==> src/rtl/alu_wb_stage.sv <==
// Execute-to-writeback stage: 2-entry skid FIFO of ALU results + flag register.
// Optional perf counters (retire_cnt, stall_cnt) enabled by `define WB_PERF_CNT_EN.
module alu_wb_stage #(
  parameter int WIDTH = 31,
  parameter int RD_W  = 4
) (
  input  logic             clk,
  input  logic             rst_n,
  input  logic             in_valid,
  output logic             in_ready,
  input  logic [WIDTH:0]   in_result,
  input  logic [1:0]       in_opcode,
  input  logic [RD_W-1:0]  in_rd,
  input  logic             in_set_flags,
  input  logic             in_negativo,
  input  logic             in_cero,
  input  logic             in_acarreo,
  input  logic             in_desbordamiento,
  output logic             out_valid,
  input  logic             out_ready,
  output logic [WIDTH:0]   out_result,
  output logic [RD_W-1:0]  out_rd,
  output logic [3:0]       flags_q,
  output logic             carry_q,
`ifdef WB_PERF_CNT_EN
  output logic [15:0]      retire_cnt,
  output logic [15:0]      stall_cnt,
`endif
  output logic             err_sticky
);

  logic [1:0]      count;
  logic [1:0]      count_nxt;
  logic [WIDTH:0]  skid_result;
  logic [RD_W-1:0] skid_rd;
  logic            acc;
  logic            rsv;
  logic            push;
  logic            pop;

  assign acc       = in_valid & in_ready;
  assign rsv       = (in_opcode == 2'b11);
  assign push      = acc & ~rsv;
  assign pop       = out_valid & out_ready;
  assign out_valid = (count != 2'd0);
  assign carry_q   = flags_q[1];

  // Occupancy after this edge's push/pop.
  always_comb begin
    count_nxt = count;
    unique case ({push, pop})
      2'b10:   count_nxt = count + 2'd1;
      2'b01:   count_nxt = count - 2'd1;
      default: count_nxt = count;
    endcase
  end

  // Occupancy and registered ready (ready is low only when both slots are full).
  always_ff @(posedge clk) begin
    if (!rst_n) begin
      count    <= 2'd0;
      in_ready <= 1'b1;
    end else begin
      count    <= count_nxt;
      in_ready <= (count_nxt != 2'd2);
    end
  end

  // Head register drives out_*; skid slot holds the second entry.
  // When empty the head keeps the last popped values.
  always_ff @(posedge clk) begin
    if (!rst_n) begin
      out_result  <= '0;
      out_rd      <= '0;
      skid_result <= '0;
      skid_rd     <= '0;
    end else begin
      if (pop && count == 2'd2) begin
        out_result <= skid_result;
        out_rd     <= skid_rd;
      end
      if (push) begin
        if (count == 2'd0 || (count == 2'd1 && pop)) begin
          out_result <= in_result;
          out_rd     <= in_rd;
        end else begin
          skid_result <= in_result;
          skid_rd     <= in_rd;
        end
      end
    end
  end

  // Flags update at acceptance so the next ALU op sees the new carry.
  always_ff @(posedge clk) begin
    if (!rst_n) begin
      flags_q    <= 4'b0000;
      err_sticky <= 1'b0;
    end else if (acc) begin
      if (rsv) begin
        err_sticky <= 1'b1;
      end else if (in_set_flags) begin
        flags_q <= {in_negativo, in_cero, in_acarreo, in_desbordamiento};
      end
    end
  end

`ifdef WB_PERF_CNT_EN
  // Retire and upstream-stall counters, free-running with wrap.
  always_ff @(posedge clk) begin
    if (!rst_n) begin
      retire_cnt <= 16'd0;
      stall_cnt  <= 16'd0;
    end else begin
      if (pop) retire_cnt <= retire_cnt + 16'd1;
      if (in_valid && !in_ready) stall_cnt <= stall_cnt + 16'd1;
    end
  end
`endif

endmodule

==> config.mk <==
export PLATFORM = sky130hd
export DESIGN_NAME = alu_wb_stage
export DESIGN_NICKNAME = d
export VERILOG_FILES = /design/src/rtl/alu_wb_stage.sv
export SDC_FILE = /design/constraint.sdc
export NUM_CORES = 1
export LEC_CHECK = 0
export BUFFER_PORTS_ARGS = -buffer_cell sky130_fd_sc_hd__clkbuf_2
export CAP_MARGIN = 10
export CORE_UTILIZATION = 42
export CTS_CLUSTER_SIZE = 28
export DETAILED_ROUTE_END_ITERATION = 12
export PLACE_DENSITY = 0.66
export SLEW_MARGIN = 25
export SYNTH_ARGS = -nofsm -noshare
export SYNTH_HDL_FRONTEND = slang
export SYNTH_SLANG_ARGS = --single-unit
==> constraint.sdc <==
create_clock -name clk -period 5.3 [get_ports clk]
set_clock_uncertainty 0.1 [all_clocks]
set_input_delay 1.325 -clock clk [delete_from_list [all_inputs] [get_ports clk]]
set_output_delay 1.325 -clock clk [all_outputs]
set_load 0.005 [all_outputs]
---- Word level (Yosys, flattened, before mapping) ----
Cells that the tools add are included.
operators by class
  $add $sub $neg .......................... 2
  equal/unequal tests ..................... 6
  multiplexer cells ....................... 7
  bitwise operators ....................... 5
  reductions and logical operators ........ 8
operators by type and width
  kind                                               count
  2-to-1 mux 32 bit                                  3
  2-to-1 mux 4 bit                                   3
  == test 2 bit (second input constant)              3
  == test 2 x 1 -> 1 bit (second input constant)     2
  case mux 2 bit (2 select lines)                    1
  AND reduction 2 bit                                2
  AND 1 bit                                          3
  AND reduction 3 bit                                1
  adder 2 x 1 -> 2 bit (second input constant)       1
  logical AND 1 bit                                  2
  logical NOT 2 bit                                  1
  inequality test 2 bit (second input constant)      1
  inverter 1 bit                                     2
  nonzero test 2 bit                                 1
  subtractor 2 x 1 -> 2 bit (second input constant)  1
  logical OR 1 bit                                   1
word-level totals
  register bits after elaboration ......... 80
  input port bits ......................... 47
  output and inout bits ................... 44
  word-level logic and storage cells ...... 36

---- Logic depth before layout (Yosys ltp) ----
  depth after elaboration ................. 6
  depth in mapped cells ................... 8
  depth with buffers taken out ............ 6

---- Worst setup path after synthesis ----
Ideal clock, no wire load.
  kind .................................... input-to-reg
  start point ............................. input in_opcode[0]
  end point ............................... register out_rd[3]
  library setup time ...................... 0.122 ns
  arrival ................................. 2.259 ns
  required time ........................... 5.078 ns
  slack ................................... 2.819 ns
  cell stages on the path ................. 6
  buffers on the path ..................... 2
  cell sequence ........................... and2_4 or3_1 buf_6 buf_8 o21ai_1 a31oi_1
between the ends
  cells in the longest elaborated chain, start to end .. 4
ends and longest elaborated chain
  item                      line  text
  start, declared           12    input logic [1:0] in_opcode,
  == test 2 bit             42    assign rsv = (in_opcode == 2'b11);
  inverter 1 bit (no line)  -
  AND 1 bit                 43    assign push = acc & ~rsv;
  2-to-1 mux 4 bit          82    if (push) begin
  end signal, assigned      80    out_rd <= skid_rd;
  end signal, assigned      85    out_rd <= in_rd;
  end, declared             22    output logic [RD_W-1:0] out_rd,
Every way passes these cells.
A chain may end at the register's enable or synchronous reset.

---- Worst setup path in the final report ----
  start point ............................. register count[0]
  end point ............................... output out_valid
between the ends
  cells in the longest elaborated chain, start to end .. 1
ends and longest elaborated chain
  item                    line  text
  start, declared         32    logic [1:0] count;
  start signal, assigned  64    count <= count_nxt;
  nonzero test 2 bit      45    assign out_valid = (count != 2'd0);
  end, declared           19    output logic out_valid,
Every way passes these cells.

==> flow_metrics.env <==
export IMPL_reg2reg_setup_slack_ns=2.95
export IMPL_grt_max_degree=83
export IMPL_syn_avg_cell_area_um2=8.219
export IMPL_setup_tns_ns=0
export IMPL_power_density_nw_per_um2=430.9
export IMPL_grt_pass1_wl_mm=12.30
export IMPL_track_usage_pct=18.28
export IMPL_first_iter_violations=121
export IMPL_vias_per_cell=5.056
export IMPL_path_class="flip-flop to primary output"
export IMPL_wl_per_cell_um=12.29
export IMPL_clockBufferDepth=2
export IMPL_wl_mm=7.216
export IMPL_fp_row_count=32
export IMPL_postCtsHoldBufs=0
export IMPL_period_minus_slack_ns=2.735
export IMPL_grt_pass1_vias=2744
export IMPL_worst_slew_pin_slew_ns=0.7744
export IMPL_ys_seq_elements=80
export IMPL_die_w_um=91.35
export IMPL_place_hpwl_mm=4.574
export IMPL_min_path_type="flip-flop to flip-flop"
export IMPL_place_gp_congestion=0.7513
export IMPL_synth_cells=408
export IMPL_power_internal_w=0.001166
export IMPL_drt_first_pass_iters=4
export IMPL_port_buffers=90
export IMPL_ant_nets=0
export IMPL_syn_num_nets=458
export IMPL_route_vias_total=2968
export IMPL_seq_power_share_pct=45.5
export IMPL_cp_required_ns=3.88
export IMPL_maxCapViolCount=0
export IMPL_clock_fmax_ghz=0.3657
export IMPL_die_h_um=91.35
export IMPL_clkLatencyLatePin_ns=0.34
export IMPL_pwr_share_comb_pct=25.6
export IMPL_diodes=0
export IMPL_cts_root_buf="clkbuf_8"
export IMPL_setup_violations=0
export IMPL_start_util_pct=43.39
export IMPL_path_clk_slew_ns=0.08
export IMPL_p_sw_share_pct=31.65
export IMPL_synth_top_cells_by_area="dfxtp_1 48%, nand2_1 16%, a21boi_1 8.1%, a31oi_1 6.7%, o21ai_1 5.4%"
export IMPL_worst_slack_ns=2.565
export IMPL_p_sw_w=0.0005397
export IMPL_yosysSeqAreaShare_pct=47.76
export IMPL_fin_crit_sh_pct=51.60
export IMPL_clkSinkCount=80
export IMPL_antenna_found_initial=0
export IMPL_ir_drop_v=0.0002719
export IMPL_syn_area_um2=3353
export IMPL_cts_tree="done"
export IMPL_finalHoldViolCount=0
export IMPL_cts_buffers=9
export IMPL_die_area_um2=8345
export IMPL_io_pin_count=91
export IMPL_p_leak_nw=1.617
export IMPL_drive_gt1_share_pct=24.33
export IMPL_synth_top_cell_by_area="dfxtp_1"
export IMPL_htree_levels=3
export IMPL_route_detailed_drc=0
export IMPL_grt_setup_unrepaired="no"
export IMPL_clockPowerShare_pct=28.9
export IMPL_crit_path_end_kind="primary output"
export IMPL_synth_top_area_share_pct=47.76
export IMPL_core_area_um2=7727
export IMPL_slew_viol_final=0
export IMPL_critPathLaunchType="flip-flop"
export IMPL_synth_warnings=0
export IMPL_cts_setup_buffers=0
export IMPL_synth_cell_types=35
export IMPL_syn_to_final_growth_pct=18.02
export IMPL_grt_overflow=0
export IMPL_crit_fanout=6
export IMPL_slew_headroom_pct=48.31
export IMPL_ctsResizeCount=0
export IMPL_pre_cts_slack_ns=2.243
export IMPL_worstPathArrival_ns=1.31
export IMPL_nNetsFinal=530
export IMPL_outcome="completed"
## cells in the mapped netlist
library cell	number
buf_1	3
o21ai_1	36
clkbuf_1	12
nor2b_1	4
inv_1	3
nand2_4	1
and2_2	1
dfxtp_1	80
and2_4	1
a211o_1	1
nor2_1	2
o211ai_1	1
buf_6	4
buf_4	6
ha_1	3
nor2b_2	1
nor3_1	4
nand3_2	1
nand2b_1	1
a31oi_1	36
and3_1	2
and2_1	1
nand3_1	4
nand2_2	1
or3_1	1
o21ai_0	1
mux2i_1	4
and3b_1	1
o21a_1	1
nand2_1	145
a21oi_2	2
and4b_1	1
buf_2	3
buf_8	4
a21boi_1	36
## placed cells by master (no fill, tap or decap), types with 4 or more instances in the layout
cell and count:
nand2_1 145, clkbuf_2 90, dfxtp_1 80, a21boi_1 36
o21ai_1 36, a31oi_1 36, clkbuf_8 10, nand3_1 4
mux2i_1 4, nor2b_1 4, nor3_1 4
## stage by stage
stage	instance area, um2	hold slack (ns)	cells	utilization (%)	power, W
floorplan	3353	0.3353	408	-	0.001116
global placement	3734	0.3402	571	48.32	0.001216
detailed placement	3737	0.3450	571	48.36	0.001231
CTS	3958	0.3560	587	51.21	0.001724
global route	3958	0.3730	587	51.21	0.001820
finish	3958	0.3535	587	51.21	0.001705
## power groups by stage
| stage | logic [W] | clock network (W) | registers (W) |
|---|---|---|---|
| global route | 0.000500 | 0.000531 | 0.000789 |
| finish | 0.000437 | 0.000493 | 0.000776 |
| detailed placement | 0.000442 | 0 | 0.000789 |
| global placement | 0.000429 | 0 | 0.000786 |
| floorplan | 0.000331 | 0 | 0.000786 |
| CTS | 0.000443 | 0.000504 | 0.000776 |
## cells by family (layout without fill, tap and decap cells)
| kind of cell | Yosys count | in the layout | share of synthesized area (%) |
|---|---|---|---|
| mux | 4 | 4 | 1.194 |
| compound gates | 114 | 114 | 21.53 |
| flops | 80 | 80 | 47.76 |
| buf+inv | 35 | 112 | 6.940 |
| fa+ha+maj | 3 | 3 | 1.120 |
| simple gates | 172 | 172 | 21.46 |
## registers in the layout, indices dropped and copies added, names as in the netlist
signal and flops:
err_sticky 1, count 2, skid_result 32, skid_rd 4
out_rd 4, in_ready 1, out_result 32, flags_q 4
## final cells by class
cell class | count | area [um2]
clock buffers | 10 | 137.6
clock inverters | 6 | 82.58
fillers | 775 | 3770
inverters | 3 | 11.26
multi-input cells | 293 | 1524
flip-flops and latches | 80 | 1602
well taps | 102 | 127.6
repair buffers | 93 | 473.0
## path summary, 6_finish.rpt
check	from	endpoint	depth (start not counted)
max	count[0]	out_valid	4
min	skid_result[21]	skid_result[21]	2
max reg2reg	count[0]	skid_result[12]	7
min reg2reg	skid_result[21]	skid_result[21]	2
## layer usage
| layer | global-route usage [%] | share of wire (%) |
|---|---|---|
| met1 | 22.80 | 48 |
| met2 | 30.11 | 45 |
| met3 | 3.099 | 4.1 |
| met4 | 9.788 | 2.9 |
| met5 | 0 | 0 |
## worst max-delay path, stage by stage, from the launching register on
cell	delay, ns
dfxtp_1	0.41
inv_1	0.11
ha_1	0.27
inv_1	0.08
clkbuf_2	0.10
Power figures use the tool's default switching activity.
